**config.mk**
```make
export PLATFORM = sky130hd
export DESIGN_NAME = num_split_seq
export DESIGN_NICKNAME = d
export VERILOG_FILES = /design/src/rtl/calc_pkg.sv /design/src/rtl/bcd_digit_adj.sv /design/src/rtl/num_split_seq.sv
export SDC_FILE = /design/constraint.sdc
export NUM_CORES = 1
export LEC_CHECK = 0
export ABC_CLOCK_PERIOD_IN_PS = 1850
export CORE_ASPECT_RATIO = 0.5
export CORE_UTILIZATION = 52
export DETAILED_ROUTE_END_ITERATION = 7
export GPL_ROUTABILITY_DRIVEN = 0
export PLACE_DENSITY = 0.79
export SYNTH_ARGS = -nofsm -noshare
export SYNTH_HDL_FRONTEND = slang
export SYNTH_HIERARCHICAL = 1
export SYNTH_SLANG_ARGS = --single-unit
```
**constraint.sdc**
```tcl
create_clock -name clk -period 1.85 [get_ports clk]
set_input_delay 0.2775 -clock clk [delete_from_list [all_inputs] [get_ports clk]]
set_output_delay 0.2775 -clock clk [all_outputs]
set_load 0.005 [all_outputs]
```
**src/rtl/calc_pkg.sv**
```systemverilog
`default_nettype none
// ============================================================================
//  Module      : calc_pkg
//  Description : Shared calculator definitions. Holds the splitter state
//                encoding, BCD adjust constants and the counter width helper.
//  Revision    : 1.0 - initial release
// ============================================================================
package calc_pkg;

  // Converter sequencing: accept a value, shift it through, present result
  typedef enum logic [1:0] {
    ST_IDLE  = 2'd0,
    ST_SHIFT = 2'd1,
    ST_DONE  = 2'd2
  } state_e;

  localparam int BCD_W      = 4;  // bits per decimal digit
  localparam int ADJ_THRESH = 5;  // digit value that would exceed 9 once doubled
  localparam int ADJ_ADD    = 3;  // correction so the doubling carries into the next digit

  // Width needed to hold a down-counter starting at in_w
  function automatic int cnt_w(input int in_w);
    return $clog2(in_w + 1);
  endfunction

endpackage
`default_nettype wire

```
**src/rtl/bcd_digit_adj.sv**
```systemverilog
`default_nettype none
// ============================================================================
//  Module      : bcd_digit_adj
//  Description : Add-3 correction for one BCD digit ahead of a left shift.
//  Revision    : 1.0 - initial release
// ============================================================================
module bcd_digit_adj
  import calc_pkg::*;
(
  input  logic [BCD_W-1:0] digit_i,
  output logic [BCD_W-1:0] digit_o
);

  // Digits of 5 or more would reach 10+ after doubling, so pre-bias by 3
  always_comb begin
    digit_o = digit_i;
    if (digit_i >= BCD_W'(ADJ_THRESH)) begin
      digit_o = digit_i + BCD_W'(ADJ_ADD);
    end
  end

endmodule
`default_nettype wire

```
**src/rtl/num_split_seq.sv**
```systemverilog
`default_nettype none
// ============================================================================
//  Module      : num_split_seq
//  Description : Sequential binary to packed-BCD splitter (double dabble).
//                One bit is consumed per clock; the result is held with a
//                valid/ready handshake. Digits beyond DIGITS are reported
//                through out_ovf while out_bcd holds value mod 10**DIGITS.
//  Revision    : 1.0 - initial release
// ============================================================================
module num_split_seq
  import calc_pkg::*;
#(
  parameter int IN_W   = 8,
  parameter int DIGITS = 3
) (
  input  logic                    clk,
  input  logic                    rst,
  input  logic                    in_valid,
  output logic                    in_ready,
  input  logic [IN_W-1:0]         in_data,
  output logic                    out_valid,
  input  logic                    out_ready,
  output logic [BCD_W*DIGITS-1:0] out_bcd,
  output logic                    out_ovf
);

  localparam int CW      = cnt_w(IN_W);
  localparam int BCD_TOT = BCD_W * DIGITS;

  state_e               state_q, state_d;
  logic [IN_W-1:0]      bin_q, bin_d;
  logic [BCD_TOT-1:0]   bcd_q, bcd_d;
  logic                 ovf_q, ovf_d;
  logic [CW-1:0]        count_q, count_d;
  logic [BCD_TOT-1:0]   bcd_adj;

  // Per-digit add-3 correction applied to the current BCD register
  for (genvar g = 0; g < DIGITS; g++) begin : g_digit
    bcd_digit_adj u_adj (
      .digit_i (bcd_q[BCD_W*g +: BCD_W]),
      .digit_o (bcd_adj[BCD_W*g +: BCD_W])
    );
  end

  // Next-state, datapath update and handshake outputs
  always_comb begin
    state_d   = state_q;
    bin_d     = bin_q;
    bcd_d     = bcd_q;
    ovf_d     = ovf_q;
    count_d   = count_q;
    in_ready  = 1'b0;
    out_valid = 1'b0;
    case (state_q)
      ST_IDLE: begin
        in_ready = 1'b1;
        if (in_valid) begin
          bin_d   = in_data;
          bcd_d   = '0;
          ovf_d   = 1'b0;
          count_d = CW'(IN_W);
          state_d = ST_SHIFT;
        end
      end
      ST_SHIFT: begin
        // Adjust then shift {bcd,bin} left; anything leaving the top digit
        // means the value does not fit in DIGITS decimal digits
        bin_d   = bin_q << 1;
        bcd_d   = {bcd_adj[BCD_TOT-2:0], bin_q[IN_W-1]};
        ovf_d   = ovf_q | bcd_adj[BCD_TOT-1];
        count_d = count_q - CW'(1);
        if (count_q == CW'(1)) begin
          state_d = ST_DONE;
        end
      end
      ST_DONE: begin
        out_valid = 1'b1;
        if (out_ready) begin
          state_d = ST_IDLE;
        end
      end
      default: begin
        state_d = ST_IDLE;
      end
    endcase
  end

  // State and datapath registers; reset aborts any conversion in flight
  always_ff @(posedge clk) begin
    if (rst) begin
      state_q <= ST_IDLE;
      bin_q   <= '0;
      bcd_q   <= '0;
      ovf_q   <= 1'b0;
      count_q <= '0;
    end else begin
      state_q <= state_d;
      bin_q   <= bin_d;
      bcd_q   <= bcd_d;
      ovf_q   <= ovf_d;
      count_q <= count_d;
    end
  end

  assign out_bcd = bcd_q;
  assign out_ovf = ovf_q;

endmodule
`default_nettype wire

```
==> summary.md, run 1 <==
| Metric | Value |
|---|---|
| Combinational Power Share | `17.3%` |
| Remaining DRCs | `0` |
| Psw | `0.311 mW` |
| CTS max path bufs | `2` |
| CTS Hold Buffers Added | `0` |
| Via Count | `1,292` |
| I/O Buffers | `26` |
| # clock sinks | `27` |
| Post-synth ARST share | `0%` |
| Ys flop type | `dfxtp_1` |
| Top post-synthesis cells by count | `28 x nor2_1, 27 x dfxtp_1, 15 x inv_1` |
| Initial antenna violation count | `0` |
| Hpwl dp | `2.15 mm` |
| TritonRoute pass-1 iters | `4` |
| HP Class | `register to register` |
| Via/cell ratio | `5.36` |
| CP arrival | `1.44 ns` |
| Post-synthesis sequential area ratio | `36.0%` |
| Routed Antenna Nets | `0` |
| Die Y | `40.0 um` |
| CTS tree | `done` |
| Root Buffer | `clkbuf_8` |
| Yosys warnings | `6` |
| Core area | `2670 um2` |
| Max-cap violation count | `0` |
| Ant diodes | `0` |
| Cells after Synth | `179` |
| Crit path largest cell delay | `0.52 ns` |
| Internal Power | `0.864 mW` |
| Required time of the worst setup path | `1.57 ns` |
| Cell with the most instances after synthesis | `nor2_1` |
| FMAX | `584 MHz` |
| Switch share | `26.4%` |
| Mapped Area | `1500 um2` |
| Hold Worst Slack | `0.503 ns` |
| Num CTS Buffers | `3` |
| Period minus WS final | `1.71 ns` |
| Leak | `0.716 nW` |
| Flop pwr share | `54.4%` |
| Post-Syn Nets | `199` |
| I/O pin total | `27` |
| DRT Wirelength | `3.01 mm` |
| Outcome | `complete, no violations` |
| Area growth syn-to-layout | `21.6%` |
| Slowest cell on the critical path | `clkdlybuf4s50_1` |
| Die X | `78.0 um` |
| Crit end category | `output pin` |
| # nets final | `225` |
| CP cell instances | `nor2b_1 -> clkdlybuf4s50_1` |
| Final Cell Area | `1830 um2` |
| Pwr dens | `643 nW/um2` |
| H-tree Lvls | `1` |
| Clock group share of total power | `28.3%` |
| Initial DRC count | `51` |
| CP Class | `register to output pin` |
| Final setup TNS | `0 ns` |
| Remaining Overflow, GRT | `0` |
| Top cells by area, synth | `dfxtp_1 36%, nor2_1 7.0%, ha_1 6.7%` |
| Area share of the largest cell type after synthesis | `36.0%` |
| #FFs+latches synth | `27` |
| Synth cell types | `32` |
| Final std cells w/o fill | `241` |
| Final Power | `1.18 mW` |
| Final setup violation count | `0` |
| # rows | `13` |
| Avg Cell Area, Syn | `8.39 um2` |
| Final Max Tran Viols | `0` |
| Slack of the critical path | `0.136 ns` |
| Vias in the first global route | `1,166` |
| Setup crit start kind | `register` |
| First-pass GRT wire length | `4.82 mm` |
| Die ar. | `3120 um2` |
| Placed inst area | `1780 um2` |
| RSZ-0062 raised after global routing | `no` |
| EDFF count, synth | `0` |
| Worst-Skew Late Latency | `0.27 ns` |
| Initial Utilization | `56.3%` |
| Worst slew pin tran | `0.429 ns` |
| CP max FO | `10` |
| Slew headroom | `71.4%` |
| Placed Instances | `237` |
| Area leader, netlist | `dfxtp_1` |
| Period utilization | `92.6%` |
| Clk slew on worst S/H paths | `0.09 ns` |
| GRT Total Usage | `20.5%` |
| WL per Instance | `12.5 um` |
| Dpl ws | `0.168 ns` |
| Final Util | `68.5%` |
| Clock Skews | `0.00234 ns` |
| Largest net degree at the start of global routing | `21` |
| Share of cells above drive strength 1 | `8.33%` |
| Hold Fails Final Rpt | `0` |
| Peak VDD IR | `0.000267 V` |
[cells by family (layout without fill, tap and decap cells)]
logic type,after synthesis,after routing,share of synthesized area [%]
flops,27,27,36.0
compound gates,50,50,25.3
mux,3,3,2.00
fa+ha+maj,8,8,6.66
simple gates,64,64,20.6
xor+xnor,3,3,1.75
buf+inv,24,49,7.74
[worst paths after layout]
check / from / endpoint / slack (ns) / cells past startpoint
worst min register to register: out_ovf$_SDFFE_PP0P_ / out_ovf$_SDFFE_PP0P_ / 0.50 / 2
worst min-delay path: out_ovf$_SDFFE_PP0P_ / out_ovf$_SDFFE_PP0P_ / 0.50 / 2
worst max register to register: out_bcd[5]$_SDFFE_PP0P_ / out_bcd[6]$_SDFFE_PP0P_ / 0.36 / 7
worst max-delay path: state_q[1]$_SDFFE_PP0P_ / out_valid / 0.14 / 2
[state kept, by name, summed over array words and instances, names as in the netlist]
register	flops
out_bcd	12
bin_q	8
count_q	4
state_q	2
out_ovf	1
[layer usage]
metal	share of wire (%)	GRT usage [%]
met1	48	22.6
met2	47	40.7
met3	4.2	6.59
met4	0.63	5.56
met5	0	0
[final cells by class]
cell class                 count  area (um2)
clock buffer                   3        41.3
fill                         212         841
multi-input combinational    128         846
timing repair buffer          30         290
tap                           37        46.3
sequential                    27         542
inverter                      15        56.3
clock inverter                 1        5.00
[power by group through the flow]
stage                     clock, mW  combinational (mW)  sequential (mW)
after floorplan                   0               0.149            0.645
after CTS                     0.340               0.203            0.639
after detailed placement          0               0.202            0.652
after global routing          0.368               0.225            0.644
final                         0.333               0.203            0.640
after global placement            0               0.196            0.651
[critical path, delay by kind of cell, from the launching register on]
| family | cells | cell delay [ns] |
|---|---|---|
| DFF | 1 | 0.44 |
| and+or+nand+nor | 1 | 0.21 |
| buffers and inverters | 1 | 0.52 |
[cell usage in the layout, fill, tap and decap left out, types with 4 or more instances in the layout]
master / netlist / final
nor2_1: 28 / 28
a22oi_1: 13 / 13
dfxtp_1: 27 / 26
buf_4: 2 / 4
ha_1: 8 / 8
a21oi_1: 11 / 11
nor3b_1: 4 / 4
o21ai_1: 5 / 5
o221a_1: 7 / 7
clkdlybuf4s50_1: 0 / 26
nand2b_1: 8 / 8
nand2_1: 14 / 14
nor2b_1: 6 / 6
inv_1: 15 / 15
[what timing repair did]
action,CTS,global route
endpoints found under the setup margin,0,1
endpoints found under the hold margin,0,0
gates resized for setup,0,1
buffers inserted,0,0
Power figures use the tool's default switching activity.
==> inputs of run 2 (changes only) <==
--- a/config.mk
+++ b/config.mk
@@ -6,8 +6,8 @@
 export NUM_CORES = 1
 export LEC_CHECK = 0
 export ABC_CLOCK_PERIOD_IN_PS = 1850
-export CORE_ASPECT_RATIO = 0.5
 export CORE_UTILIZATION = 52
+export CTS_CLUSTER_DIAMETER = 100
 export DETAILED_ROUTE_END_ITERATION = 7
 export GPL_ROUTABILITY_DRIVEN = 0
 export PLACE_DENSITY = 0.79
==> run 2 against run 1 <==
Net effect: sequential power is essentially flat; non-clock buffer count grew 3; clock power shrank 21%; combinational power grew 4%; first-iteration DRC count shrank 2.0%; wire length grew 11%; largest power group unchanged; highest routed layer unchanged.
==> summary.md, run 2 (synthesis gave the netlist of run 1 again) <==
| Metric | Value |
|---|---|
| Max-cap violation count | `0 (unchanged)` |
| Clock Skews | `0.00639 ns (+0.00405 ns)` |
| Hold Worst Slack | `0.501 ns (-0.00234 ns)` |
| Period minus WS final | `1.75 ns (+0.0329 ns)` |
| HP Class | `register to register` |
| CTS tree | `done` |
| Final Cell Area | `1820 um2 (-0.21%)` |
| Top delay family on crit path | `buffers and inverters` |
| Slack of the critical path | `0.103 ns (-0.0329 ns)` |
| Via/cell ratio | `5.59 (+4.2%)` |
| Placed inst area | `1790 um2 (+0.84%)` |
| Required time of the worst setup path | `1.57 ns (about the same)` |
| Hold Fails Final Rpt | `0 (unchanged)` |
| CP cell instances | `nor2b_1 -> clkdlybuf4s50_1` |
| Outcome | `complete, no violations` |
| RSZ-0062 raised after global routing | `no` |
| Largest register FFs | `12 (unchanged)` |
| Vias in the first global route | `1,380 (+18%)` |
| Crit path largest cell delay | `0.53 ns (about the same)` |
| I/O Buffers | `26 (unchanged)` |
| Peak VDD IR | `0.000401 V (+50%)` |
| Remaining Overflow, GRT | `0 (unchanged)` |
| Core area | `2760 um2 (+3.4%)` |
| Worst path buffer plus inverter count | `1 (unchanged)` |
| Crit end category | `output pin` |
| Pwr dens | `612 nW/um2 (-4.8%)` |
| FMAX | `573 MHz (-1.9%)` |
| CP arrival | `1.47 ns (+0.03 ns)` |
| Commonest non-fill, non-tap cells in the layout | `28 x nor2_1, 26 x dfxtp_1, 26 x clkdlybuf4s50_1` |
| Die X | `55.8 um (-29%)` |
| Slowest cell on the critical path | `clkdlybuf4s50_1` |
| Final Max Tran Viols | `0 (unchanged)` |
| Hpwl dp | `2.47 mm (+15%)` |
| Period utilization | `94.4% (+1.8 points)` |
| # clock sinks | `27 (unchanged)` |
| Dpl ws | `0.237 ns (+0.0686 ns)` |
| # nets final | `228 (+1.3%)` |
| Final setup TNS | `0 ns (unchanged)` |
| Die Y | `55.8 um (+39%)` |
| Final Util | `66.1% (-2.4 points)` |
| Slew headroom | `72.5% (+1.2 points)` |
| Worst-Skew Late Latency | `0.33 ns (+0.06 ns)` |
| Num CTS Buffers | `3 (unchanged)` |
| Share of cells above drive strength 1 | `9.66% (+1.3 points)` |
| Largest net degree at the start of global routing | `18 (-14%)` |
| Most common cell after layout, fill and taps aside | `nor2_1` |
| DRT Wirelength | `3.34 mm (+11%)` |
| Initial Utilization | `54.5% (-1.8 points)` |
| CP Class | `register to output pin` |
| GRT Total Usage | `23.6% (+3.0 points)` |
| WL per Instance | `14.0 um (+12%)` |
| I/O pin total | `27 (unchanged)` |
| Initial antenna violation count | `0 (unchanged)` |
| Area growth syn-to-layout | `21.3%` |
| Initial DRC count | `50 (-2.0%)` |
| Setup crit start kind | `register` |
| Via Count | `1,330 (+2.9%)` |
| Remaining DRCs | `0 (unchanged)` |
| CP max FO | `11 (+1)` |
| Ant diodes | `0 (unchanged)` |
| First-pass GRT wire length | `5.89 mm (+22%)` |
| CTS max path bufs | `2 (unchanged)` |
| Final setup violation count | `0 (unchanged)` |
| Routed Antenna Nets | `0 (unchanged)` |
| # rows | `19 (+6)` |
| Clk slew on worst S/H paths | `0.15 ns (+0.06 ns)` |
| Worst slew pin tran | `0.411 ns (-0.0173 ns)` |
| H-tree Lvls | `1 (unchanged)` |
| Leak | `0.722 nW (+0.94%)` |
| Die ar. | `3110 um2 (-0.42%)` |
| Root Buffer | `clkbuf_4` |
| Post-CTS Setup Bufs | `0 (unchanged)` |
| TritonRoute pass-1 iters | `4 (unchanged)` |
==> run 2: area by class of cell <==
cell class,count,area (um2)
well taps,31,38.8
clock buffers,3,22.5
inverters,15,56.3
fillers,241,935
clock inverters,1,5.00
repair buffers,33,313
multi-input cells,128,846
flip-flops and latches,27,542
==> run 2: layer usage <==
metal  GRT usage (%)  share of wire [%]  up-vias
met3            4.19                4.3        6
met4            10.7                1.9        0
met1            27.0                 45      625
met5               0                  0        -
met2            42.3                 49       25
li1                -                  -      674
==> run 2: report_power, final <==
part,internal [mW],switching (mW)
Combinational,0.107,0.104
Sequential,0.614,0.0292
Clock,0.0813,0.181
Total,0.802,0.315
==> run 2: repair_timing <==
action | 4_1_cts | 5_1_grt
hold buffers | 0 | 0
gates resized for setup | 0 | 1
endpoints found under the hold margin | 0 | 0
endpoints found under the setup margin | 0 | 2
==> run 2: stage by stage <==
stage	power, mW	cells
2_1_floorplan	0.794	179
3_5_place_dp	0.865	234
3_3_place_gp	0.856	234
4_1_cts	1.12	238
6_report	1.12	238
5_1_grt	1.17	238
==> run 2: tightest hold or removal path, cell delays in order (launching register included) <==
cell and delay (ns):
dfxtp_1 0.35, nand2_1 0.06, a21oi_1 0.06
==> run 2: worst paths after layout <==
kind                                start                  endpoint  slack, ns  cells past startpoint
hold / removal       out_ovf$_SDFFE_PP0P_      out_ovf$_SDFFE_PP0P_       0.50                      2
setup reg to reg  out_bcd[9]$_SDFFE_PP0P_  out_bcd[10]$_SDFFE_PP0P_       0.29                      7
hold reg to reg      out_ovf$_SDFFE_PP0P_      out_ovf$_SDFFE_PP0P_       0.50                      2
setup / recovery  state_q[0]$_SDFFE_PP0P_                 out_valid       0.10                      2
==> inputs of run 3 (changes only) <==
--- a/config.mk
+++ b/config.mk
@@ -5,6 +5,7 @@
 export SDC_FILE = /design/constraint.sdc
 export NUM_CORES = 1
 export LEC_CHECK = 0
+export ABC_AREA = 0
 export ABC_CLOCK_PERIOD_IN_PS = 1850
 export CORE_UTILIZATION = 52
 export CTS_CLUSTER_DIAMETER = 100
==> results of run 3 <==
The final DEF is identical to that of run 2; final timing and power are the same.
